`config.mk`:
```
export PLATFORM = sky130hd
export DESIGN_NAME = pulse_sched
export DESIGN_NICKNAME = d
export VERILOG_FILES = /design/src/rtl/pulse_sched.sv
export SDC_FILE = /design/constraint.sdc
export NUM_CORES = 1
export LEC_CHECK = 0
export CORE_UTILIZATION = 60
export CTS_CLUSTER_DIAMETER = 30
export DETAILED_ROUTE_END_ITERATION = 7
export PLACE_DENSITY_LB_ADDON = 0.25
export RECOVER_POWER = 25
export SLEW_MARGIN = 20
export SYNTH_ARGS = -nofsm -noshare
export SYNTH_HDL_FRONTEND = slang
export SYNTH_SLANG_ARGS = --single-unit
```
`constraint.sdc`:
```
create_clock -name user_clk -period 21.6 [get_ports user_clk]
set_input_delay 4.32 -clock user_clk [delete_from_list [all_inputs] [get_ports user_clk]]
set_output_delay 4.32 -clock user_clk [all_outputs]
set_load 0.005 [all_outputs]
```
`src/rtl/pulse_sched.sv`:
```
// pulse_sched: programmable pulse-train scheduler.
// Generates `pulse` as a train of periods of (PERIOD+1) ticks, high for
// min(WIDTH, PERIOD) ticks at the start of each period. Runs for COUNT
// periods or continuously, optionally armed on an external PPS edge.
//
// Ports:
//   user_clk   - clock, all logic on rising edge
//   user_reset - synchronous active-high reset
//   cfg_wr     - staging register write strobe
//   cfg_addr   - 0=PERIOD, 1=WIDTH, 2=COUNT, 3=CTRL
//   cfg_wdata  - write data (CTRL: bit0 pps_arm, bit1 continuous)
//   start      - one-cycle start command (honoured in IDLE only)
//   stop       - one-cycle abort command (wins over start)
//   pps        - asynchronous PPS input
//   pulse      - registered pulse train
//   busy       - high while waiting for PPS or running
//   done       - one-cycle completion strobe
//   pulse_idx  - periods completed since last accepted start
module pulse_sched #(
  parameter int unsigned DIV = 1
) (
  input  logic        user_clk,
  input  logic        user_reset,
  input  logic        cfg_wr,
  input  logic [1:0]  cfg_addr,
  input  logic [31:0] cfg_wdata,
  input  logic        start,
  input  logic        stop,
  input  logic        pps,
  output logic        pulse,
  output logic        busy,
  output logic        done,
  output logic [31:0] pulse_idx
);

  localparam int unsigned DATA_W = 32;
  localparam int unsigned PRE_W  = (DIV > 1) ? $clog2(DIV) : 1;
  localparam logic [PRE_W-1:0] PRE_LAST = PRE_W'(DIV - 1);

  localparam logic [1:0] ADDR_PERIOD = 2'd0;
  localparam logic [1:0] ADDR_WIDTH  = 2'd1;
  localparam logic [1:0] ADDR_COUNT  = 2'd2;
  localparam logic [1:0] ADDR_CTRL   = 2'd3;

  typedef enum logic [1:0] {
    ST_IDLE     = 2'd0,
    ST_WAIT_PPS = 2'd1,
    ST_RUN      = 2'd2,
    ST_DONE     = 2'd3
  } state_e;

  state_e state_q, state_d;

  // Staging registers (software view)
  logic [DATA_W-1:0] period_q, period_d;
  logic [DATA_W-1:0] width_q, width_d;
  logic [DATA_W-1:0] count_q, count_d;
  logic [1:0]        ctrl_q, ctrl_d;

  // Active registers (used by the running schedule)
  logic [DATA_W-1:0] per_a_q, per_a_d;
  logic [DATA_W-1:0] wid_a_q, wid_a_d;
  logic [DATA_W-1:0] cnt_a_q, cnt_a_d;
  logic [1:0]        ctl_a_q, ctl_a_d;

  logic [DATA_W-1:0] phase_q, phase_d;
  logic [DATA_W-1:0] idx_q, idx_d;
  logic [PRE_W-1:0]  pre_q, pre_d;

  logic pps_s1_q, pps_s2_q, pps_s3_q;

  logic pulse_q, pulse_d;
  logic busy_q, busy_d;
  logic done_q, done_d;

  logic              tick_c;
  logic              pps_rise_c;
  logic [DATA_W-1:0] idx_inc_c;
  logic [DATA_W-1:0] weff_c;

  assign tick_c     = (pre_q == PRE_LAST);
  assign pps_rise_c = pps_s2_q & ~pps_s3_q;
  assign idx_inc_c  = idx_q + DATA_W'(1);

  assign pulse     = pulse_q;
  assign busy      = busy_q;
  assign done      = done_q;
  assign pulse_idx = idx_q;

  // Staging register writes, accepted in any state
  always_comb begin
    period_d = period_q;
    width_d  = width_q;
    count_d  = count_q;
    ctrl_d   = ctrl_q;
    if (cfg_wr) begin
      case (cfg_addr)
        ADDR_PERIOD: period_d = cfg_wdata;
        ADDR_WIDTH:  width_d  = cfg_wdata;
        ADDR_COUNT:  count_d  = cfg_wdata;
        ADDR_CTRL:   ctrl_d   = cfg_wdata[1:0];
        default:     ctrl_d   = ctrl_q;
      endcase
    end
  end

  // Next-state, schedule counters and registered outputs
  always_comb begin
    state_d = state_q;
    per_a_d = per_a_q;
    wid_a_d = wid_a_q;
    cnt_a_d = cnt_a_q;
    ctl_a_d = ctl_a_q;
    phase_d = phase_q;
    idx_d   = idx_q;
    pre_d   = '0;
    weff_c  = '0;
    pulse_d = 1'b0;
    busy_d  = 1'b0;
    done_d  = 1'b0;

    case (state_q)
      ST_IDLE: begin
        if (start && !stop) begin
          idx_d   = '0;
          phase_d = '0;
          per_a_d = period_q;
          wid_a_d = width_q;
          cnt_a_d = count_q;
          ctl_a_d = ctrl_q;
          if ((cnt_a_d == '0) && !ctl_a_d[1]) begin
            state_d = ST_DONE;
          end else if (ctl_a_d[0]) begin
            state_d = ST_WAIT_PPS;
          end else begin
            state_d = ST_RUN;
          end
        end
      end

      ST_WAIT_PPS: begin
        if (stop) begin
          state_d = ST_IDLE;
        end else if (pps_rise_c) begin
          state_d = ST_RUN;
          phase_d = '0;
        end
      end

      ST_RUN: begin
        if (stop) begin
          state_d = ST_IDLE;
        end else begin
          pre_d = tick_c ? '0 : pre_q + PRE_W'(1);
          if (tick_c) begin
            if (phase_q == per_a_q) begin
              // Period boundary: pick up staged settings for the next period
              phase_d = '0;
              idx_d   = idx_inc_c;
              per_a_d = period_q;
              wid_a_d = width_q;
              cnt_a_d = count_q;
              ctl_a_d = ctrl_q;
              if (!ctl_a_d[1] && (idx_inc_c >= cnt_a_d)) begin
                state_d = ST_DONE;
              end
            end else begin
              phase_d = phase_q + DATA_W'(1);
            end
          end
        end
      end

      ST_DONE: begin
        state_d = ST_IDLE;
      end

      default: begin
        state_d = ST_IDLE;
      end
    endcase

    // Clamping width to period guarantees a low tick at phase == PERIOD
    weff_c  = (wid_a_d < per_a_d) ? wid_a_d : per_a_d;
    pulse_d = (state_d == ST_RUN) && (phase_d < weff_c);
    busy_d  = (state_d == ST_RUN) || (state_d == ST_WAIT_PPS);
    done_d  = (state_d == ST_DONE);
  end

  // State and datapath registers
  always_ff @(posedge user_clk) begin
    if (user_reset) begin
      state_q  <= ST_IDLE;
      period_q <= '0;
      width_q  <= '0;
      count_q  <= '0;
      ctrl_q   <= '0;
      per_a_q  <= '0;
      wid_a_q  <= '0;
      cnt_a_q  <= '0;
      ctl_a_q  <= '0;
      phase_q  <= '0;
      idx_q    <= '0;
      pre_q    <= '0;
      pulse_q  <= 1'b0;
      busy_q   <= 1'b0;
      done_q   <= 1'b0;
    end else begin
      state_q  <= state_d;
      period_q <= period_d;
      width_q  <= width_d;
      count_q  <= count_d;
      ctrl_q   <= ctrl_d;
      per_a_q  <= per_a_d;
      wid_a_q  <= wid_a_d;
      cnt_a_q  <= cnt_a_d;
      ctl_a_q  <= ctl_a_d;
      phase_q  <= phase_d;
      idx_q    <= idx_d;
      pre_q    <= pre_d;
      pulse_q  <= pulse_d;
      busy_q   <= busy_d;
      done_q   <= done_d;
    end
  end

  // Two-flop PPS synchronizer plus one stage for rising-edge detection
  always_ff @(posedge user_clk) begin
    if (user_reset) begin
      pps_s1_q <= 1'b0;
      pps_s2_q <= 1'b0;
      pps_s3_q <= 1'b0;
    end else begin
      pps_s1_q <= pps;
      pps_s2_q <= pps_s1_q;
      pps_s3_q <= pps_s2_q;
    end
  end

endmodule

```
==> out/metrics.csv, run 1 <==
metric,value,unit
Max-slew headroom,-2.674,
pin count of the biggest net entering global routing,125,
top cell type by total area after synthesis,dfxtp_1,
synthesized net count,1713,
Synth cell types,63,
Setup CP Type,in -> reg,
synthesized flop and latch total,235,
IO Count,75,
fin crit share,0.5698,
Starting Density,0.6162,
Mapped Cells,1575,
DR vias/cell,6.079,
CTS tree,built,
Worst EP arrival,12.79,ns
H-tree depth,2,
vias in the first global route,11331,
Post-synth EDFFs,0,
Via Count,11830,
GPL Wtd Cong,0.9922,
Final Hold Vio Count,0,
HP Class,reg -> reg,
"Seq/Total Area, Yosys",0.3609,
Bufs on Longest Clock Path,3,
die width,149.4,um
TNS Setup,0,ns
worst path required time,22.08,ns
nets@finish,1766,
gr usage total,0.3274,
Routed Antenna Nets,0,
setup bufs post-CTS,0,
worst hold start,width_q[19],
Die Area,0.02232,mm^2
antenna violations before repair,0,
area share of the largest cell type after synthesis,0.3609,
Num CTS Buffers,52,
area growth from synthesis to layout,20.70,%
FF-to-FF path depth,30,
DR WL/cell,18.66,um
"Remaining Overflow, GRT",0,
Final setup viols,0,
Synth area leaders,"dfxtp_1, ha_1, nand2_1, a21oi_1, mux2i_1",
YS warnings,0,
Syn Std Cell Area,0.01304,mm^2
Rows,53,
CP startpoint kind,input pin,
dpl hpwl,24340,um
RSZ-0062 raised after global routing,no,
R2R Path End,pulse,
Worst setup endpoint,pulse,
share of synthesized registers carrying an async set or reset,0,
Remaining DRCs,0,
clock sink count,235,
violated checks,"max-capacitance violations, max-slew violations",
n_diodes,0,
crit path capture type,flip-flop,
clk slew on worst S/H paths,0.05,ns
total routed wirelength,36310,um
R2R Setup Slk,12.69,ns
Resized cells post-CTS,0,
TritonRoute pass-1 iters,5,
Tmin final,12.31,ns
clk_lat worst skew,0.56,ns
VDD IR-drop max,78.15,uV
PD cells,91.56,mW/mm^2
fraction of layout cells with a size suffix above 1,0.09396,
Final Max Tran Viols,237,
Slew @ Worst Pin,5.510,ns
Overall Power,1.440,mW
Leakage,7.132,nW
IO buf count,74,
worst clock skew,0.02395,ns
Critical Path Source,stop,
clock tree root driver cell,clkbuf_16,
Worst R2R Start,phase_q[5],
maximum clock rate,81.25,MHz
core area,0.02115,mm^2
Max-Cap Viols,2,
syn_area_per_cell,8.276,um^2
Post-CTS Hold Fix Bufs,0,
Die Height,149.4,um
"Top FF cell, synth",dfxtp_1,
Iter 0 DRT Violations,1058,
first-pass GRT wire length,58240,um
"critical path fanouts, max",54,
outcome,"finished, violations left",
area by class of cell:
class | count | area [um^2]
clock inverters | 35 | 471.7
repair buffers | 84 | 805.8
clock buffers | 62 | 1409
well taps | 275 | 344.1
flip-flops and latches | 235 | 4705
inverters | 69 | 259.0
multi-input cells | 1186 | 7739
fillers | 1518 | 5421
through the flow:
| step | instances | hold slack, ns | setup slack (ns) | utilization | instance area [um^2] |
|---|---|---|---|---|---|
| detailed placement | 1849 | 0.4311 | 9.075 | 0.6554 | 13860 |
| CTS | 1946 | 0.4537 | 9.474 | 0.7442 | 15740 |
| floorplan | 1575 | 0.4138 | 11.73 | - | 13040 |
| finish | 1946 | 0.4533 | 9.292 | 0.7437 | 15730 |
| global placement | 1849 | 0.4376 | 9.435 | 0.6551 | 13860 |
| global route | 1946 | 0.4675 | 8.887 | 0.7437 | 15730 |
cells in the final DEF, fill, tap and decap left out, types with 30 or more instances in the layout:
cell,count
nor2b_1,50
clkdlybuf4s50_1,73
clkbuf_16,52
o21ai_0,73
inv_1,69
ha_1,98
dfxtp_1,235
nand2_1,240
xor2_1,48
mux2i_1,65
mux2_4,30
nand3_1,39
nor2_1,116
a21oi_1,164
a21o_1,33
flip-flops by register name (all words and copies together) (netlist names), 2 cells and up:
register,count
state_q,2
pulse_idx,32
wid_a_q,32
count_q,32
phase_q,32
ctrl_q,2
width_q,32
per_a_q,32
period_q,32
metal layers:
layer  GRT usage  wire, um
met5           0         0
met4      0.1510      1434
met3     0.05474      2618
met2      0.5313     16810
met1      0.4234     15440
kinds of logic (layout without fill, tap and decap cells):
family	Yosys count	in the layout	share of synthesized area
mux	96	96	0.08533
compound gates	329	329	0.1456
fa+ha+maj	98	98	0.09407
simple gates	599	599	0.2233
xor+xnor	63	63	0.04233
other cells	1	1	0.0002877
flops	235	235	0.3609
buf+inv	154	250	0.04819
how the worst min path moves through the flow:
stage,endpoint,slack [ns],cells after the start
3_5_place_dp,pps_s2_q,0.43,1
2_1_floorplan,pps_s2_q,0.41,1
5_1_grt,pps_s2_q,0.47,1
6_report,width_q[19],0.45,2
3_3_place_gp,pps_s2_q,0.44,1
4_1_cts,width_q[18],0.45,2
Yosys cell counts (9+ instances only):
cell type	n
nand4b_1	13
or3_1	15
a21o_1	33
a31oi_1	9
dfxtp_1	235
nand4_1	27
nor3_1	15
nand2_1	240
buf_2	10
o21ai_0	73
nor4_1	19
ha_1	98
xor2_1	48
clkbuf_1	68
mux2_4	30
mux2i_1	65
inv_1	69
and2_1	10
o31ai_1	13
nand3_1	39
nand2b_1	9
nor2_1	117
nor2b_1	50
and3_1	15
xnor2_1	15
a21oi_1	164
report_power, final:
part           internal, mW  total, mW  switching, mW
Sequential            0.444      0.451        0.00722
Clock                 0.567      0.838          0.271
Combinational        0.0590      0.151         0.0924
critical path, stage by stage:
cell and delay, ns:
clkdlybuf4s50_1 0.70, nor3_2 0.09, buf_4 0.24, nand2_1 0.10
buf_4 0.40, and2_4 0.76, buf_4 0.64, mux2i_1 0.34
inv_1 0.09, ha_1 0.31, a211oi_1 0.24, o21ai_0 0.13
a21oi_1 0.23, o22ai_1 0.11, a211oi_1 0.43, nand2_1 0.17
o21ai_4 0.44, buf_4 0.47, mux2_4 0.34, ha_1 0.29
a21o_1 0.17, a21o_1 0.19, a2111oi_0 0.55, o21bai_1 0.11
a21oi_1 0.24, nor2_1 0.09, nor4_1 0.34, a31o_2 0.21
Power figures use the tool's default switching activity.
==> run 2: changes to the inputs <==
==> constraint.sdc (replaced) <==
create_clock -name user_clk -period 11.8 [get_ports user_clk]
set_input_delay 2.36 -clock user_clk [delete_from_list [all_inputs] [get_ports user_clk]]
set_output_delay 2.36 -clock user_clk [all_outputs]
set_load 0.005 [all_outputs]
==> run 2 against run 1 <==
Effect of this change: the run still ends with max-capacitance violations, max-slew violations left; critical endpoint unchanged; critical path type unchanged; die area did not move; utilization fell by 1.1 points; combinational power rose by 83%; non-clock buffer count rose by 2; highest routed layer unchanged; cell area fell by 1.5%; clock skew fell by 0.0012 ns; critical path depth fell by 2; first-iteration DRC count fell by 20%; total power rose by 69%.
==> out/metrics.csv, run 2 (synthesized netlist as in run 1, its figures left out) <==
metric,value,unit
outcome,"finished, violations left",
violated checks,"max-capacitance violations, max-slew violations",
die width,149.4,um
IO buf count,74,
HP Class,reg -> reg,
worst path required time,12.29,ns
vias in the first global route,10957,
clk slew on worst S/H paths,0.05,ns
"commonest cells after routing, fill and taps aside","nand2_1, dfxtp_1, a21oi_1",
Bufs on Longest Clock Path,3,
Rows,53,
Leakage,7.086,nW
total routed wirelength,35350,um
clock sink count,235,
gr usage total,0.3197,
Final Max Tran Viols,66,
CTS tree,built,
area growth from synthesis to layout,18.92,%
Tmin final,9.652,ns
Worst EP arrival,10.14,ns
first-pass GRT wire length,56570,um
H-tree depth,2,
cell family with most CP delay,compound AO/OA/AOI/OAI gates,
Via Count,11587,
Die Height,149.4,um
Remaining DRCs,0,
worst path bufs/invs,5,
Routed Antenna Nets,0,
Max-Cap Viols,2,
post-layout util,0.7328,
dpl hpwl,24750,um
Setup CP Type,in -> reg,
Final Hold Vio Count,0,
setup bufs post-CTS,0,
Overall Power,2.431,mW
placed cell area,0.01388,mm^2
final instance area,0.01550,mm^2
Max-slew headroom,-0.3523,
Register Area,0.004705,mm^2
DR WL/cell,18.20,um
fin crit share,0.8179,
Post-CTS Hold Fix Bufs,0,
maximum clock rate,103.6,MHz
"most common cell after layout, fill and taps aside",nand2_1,
fraction of layout cells with a size suffix above 1,0.09178,
"Slowest-stage cell, CP",and2_4,
nets@finish,1767,
Resized cells post-CTS,0,
RSZ-0062 raised after global routing,no,
"critical path fanouts, max",53,
antenna violations before repair,0,
FILL cells,1596,
n_diodes,0,
Final setup viols,0,
"Remaining Overflow, GRT",0,
pin count of the biggest net entering global routing,90,
Iter 0 DRT Violations,842,
TritonRoute pass-1 iters,7,
Num CTS Buffers,51,
clk_lat worst skew,0.55,ns
CP startpoint kind,input pin,
Die Area,0.02232,mm^2
core area,0.02115,mm^2
IO Count,75,
crit path capture type,flip-flop,
TNS Setup,0,ns
worst clock skew,0.02276,ns
area occupied by multi-input gates,0.007731,mm^2
clock tree root driver cell,clkbuf_16,
DR vias/cell,5.967,
Starting Density,0.6162,
VDD IR-drop max,144.6,uV
PD cells,156.9,mW/mm^2
GPL Wtd Cong,0.9331,
CP max stage delay,0.80,ns
Slew @ Worst Pin,2.021,ns
[run 2: cell count changes in the layout (fill, tap and decap cells not counted), sizes merged]
cell / before / now
clkbuf: 64 / 61
clkinv: 10 / 11
bufinv: 8 / 0
inv: 80 / 82
buf: 9 / 11
clkdlybuf4s50: 73 / 55
dlygate4sd3: 0 / 18
clkinvlp: 6 / 8
[run 2: final cells by class]
type,instances,share of cell area
multi-input combinational,1186,0.4987
sequential,235,0.3035
clock buffer,59,0.08879
timing repair buffer,86,0.05319
tap,275,0.02220
clock inverter,32,0.01687
inverter,69,0.01671
[run 2: metal layers]
layer / global-route usage / up-vias / part of all wire
met2: 0.5160 / 434 / 0.46
li1: - / 5602 / -
met3: 0.04709 / 76 / 0.070
met5: 0 / - / 0
met1: 0.4230 / 5475 / 0.44
met4: 0.1383 / 0 / 0.036
[run 2: power by group]
group / leakage (nW) / internal (mW) / switching, mW
clock network: 0.795 / 0.846 / 0.483
registers: 1.90 / 0.812 / 0.0133
logic: 4.39 / 0.108 / 0.169
[run 2: path summary, 6_finish.rpt]
| path | start | end | slack (ns) | cells past startpoint |
|---|---|---|---|---|
| worst max-delay path | stop | pulse | 2.15 | 26 |
| worst min-delay path | pps_s1_q | pps_s2_q | 0.45 | 1 |
| worst max register to register | state_q[0] | pulse | 4.05 | 26 |
| worst min register to register | pps_s1_q | pps_s2_q | 0.45 | 1 |
[run 2: metrics by stage]
step           std cells  setup slack, ns  hold WS, ns
6_report            1942            2.148       0.4486
5_1_grt             1942            1.654       0.4615
4_1_cts             1942            2.529       0.4531
3_5_place_dp        1851            2.067       0.4430
3_3_place_gp        1851            2.174       0.4393
2_1_floorplan       1575            3.885       0.4138
[run 2: worst reg2reg max path, stage by stage, from the launching register on]
cell	delay, ns
dfxtp_1	0.49
nand2b_1	0.25
nor3_2	0.05
clkbuf_1	0.51
nand2_1	0.27
and2_4	0.80
buf_4	0.37
mux2i_1	0.37
inv_1	0.09
ha_1	0.32
a211o_1	0.26
a31oi_1	0.16
o22ai_1	0.10
a211oi_1	0.44
nand2_1	0.19
o21ai_4	0.58
buf_4	0.46
mux2_4	0.34
ha_1	0.29
a21o_1	0.19
a21o_1	0.16
a21oi_1	0.13
nor2_1	0.05
a211oi_1	0.19
o21ai_0	0.17
nor4_1	0.27
a31o_2	0.20
==> run 3: changes to the inputs <==
--- a/config.mk
+++ b/config.mk
@@ -5,7 +5,7 @@
 export SDC_FILE = /design/constraint.sdc
 export NUM_CORES = 1
 export LEC_CHECK = 0
-export CORE_UTILIZATION = 60
+export CORE_UTILIZATION = 55
 export CTS_CLUSTER_DIAMETER = 30
 export DETAILED_ROUTE_END_ITERATION = 7
 export PLACE_DENSITY_LB_ADDON = 0.25
==> constraint.sdc (replaced) <==
create_clock -name user_clk -period 8.6 [get_ports user_clk]
set_input_delay 1.72 -clock user_clk [delete_from_list [all_inputs] [get_ports user_clk]]
set_output_delay 1.72 -clock user_clk [all_outputs]
set_load 0.005 [all_outputs]
==> run 3 against run 2 <==
Effect of this change: routed wire length is 1.6% higher; clock skew barely moved; die area grew 9.0%; the flow still finishes with violations (max-capacitance violations, max-slew violations); total power is 46% higher.
==> out/metrics.csv, run 3 (synthesized netlist as in run 1, its figures left out) <==
metric,value,unit
Post-CTS Hold Fix Bufs,0,
Resized cells post-CTS,0,
Die Area,0.02432,mm^2
Setup CP Type,in -> reg,
vias in the first global route,10963,
antenna violations before repair,1,
Slew @ Worst Pin,5.017,ns
pin count of the biggest net entering global routing,123,
DR vias/cell,5.821,
crit path capture type,flip-flop,
Bufs on Longest Clock Path,3,
Routed Antenna Nets,0,
RSZ-0062 raised after global routing,no,
area growth from synthesis to layout,21.27,%
final setup margin,1.037,ns
Final setup viols,0,
"most common cell after layout, fill and taps aside",nand2_1,
R2R Setup Slk,1.71,ns
Die Height,156.0,um
outcome,"finished, violations left",
PD cells,225.3,mW/mm^2
Tmin final,7.563,ns
Final Hold Vio Count,0,
violated checks,"max-capacitance violations, max-slew violations",
total routed wirelength,35930,um
"commonest cells after routing, fill and taps aside","nand2_1, dfxtp_1, a21oi_1",
Via Count,11590,
clk_lat worst skew,0.55,ns
clock tree root driver cell,clkbuf_16,
maximum clock rate,132.2,MHz
HP Class,reg -> reg,
"Remaining Overflow, GRT",0,
first-pass GRT wire length,56780,um
IO Count,75,
gr usage total,0.2945,
VDD IR-drop max,149.0,uV
CP startpoint kind,input pin,
placed cell area,0.01401,mm^2
Worst EP arrival,8.05,ns
fin crit share,0.8794,
Num CTS Buffers,50,
worst clock skew,0.02267,ns
fraction of layout cells with a size suffix above 1,0.09714,
Rows,55,
TritonRoute pass-1 iters,6,
cell family with most CP delay,compound AO/OA/AOI/OAI gates,
Leakage,7.170,nW
Remaining DRCs,0,
"critical path fanouts, max",23,
IO buf count,74,
dpl hpwl,25330,um
n_diodes,0,
final instance area,0.01581,mm^2
CP dominant cell by count,a21o_1,
core area,0.02292,mm^2
Max-Cap Viols,2,
GPL Wtd Cong,0.9064,
post-layout util,0.6898,
Iter 0 DRT Violations,799,
Starting Density,0.5688,
Max-slew headroom,-2.344,
clk slew on worst S/H paths,0.05,ns
clock sink count,235,
worst hold slack,0.4545,ns
die width,156.0,um
nets@finish,1776,
CP max stage delay,0.57,ns
DR WL/cell,18.05,um
worst path required time,9.08,ns
CTS tree,built,
H-tree depth,2,
worst path bufs/invs,4,
setup bufs post-CTS,0,
"Slowest-stage cell, CP",clkdlybuf4s50_1,
Final Max Tran Viols,237,
pre-CTS WS,0.6471,ns
TNS Setup,0,ns
==> run 3: layer usage <==
| layer | track usage | part of all wire |
|---|---|---|
| met2 | 0.4709 | 0.45 |
| met4 | 0.1335 | 0.038 |
| met3 | 0.05222 | 0.064 |
| met5 | 0 | 0.00036 |
| met1 | 0.3869 | 0.45 |
==> run 3: final timing paths <==
check	from	endpoint	cells after the start
hold / removal	period_q[7]	period_q[7]	2
hold reg to reg	period_q[7]	period_q[7]	2
setup reg to reg	phase_q[17]	pulse	27
setup / recovery	start	pulse	25
==> run 3: layout make-up <==
cell class | count | area [um^2]
clock buffers | 60 | 1369
clock inverters | 32 | 446.7
fillers | 1815 | 7108
inverters | 69 | 259.0
multi-input cells | 1186 | 7731
flip-flops and latches | 235 | 4705
well taps | 313 | 391.6
repair buffers | 96 | 905.9
==> run 3: worst min-delay path, delay by kind of cell (launching register included) <==
family / cells / cell delay [ns]
compound gates: 1 / 0.05
simple gates: 1 / 0.05
flops: 1 / 0.30
==> run 3: through the flow <==
stage	total power, mW	instances
detailed placement	1.539	1899
global route	3.664	1991
floorplan	1.425	1575
CTS	3.571	1991
finish	3.562	1991
global placement	1.533	1899
==> run 3: report_power, final <==
| part | internal (mW) | total (mW) | switching (mW) |
|---|---|---|---|
| Clock | 1.38 | 2.03 | 0.651 |
| Sequential | 1.11 | 1.13 | 0.0189 |
| Combinational | 0.158 | 0.394 | 0.236 |
| Total | 2.66 | 3.56 | 0.906 |
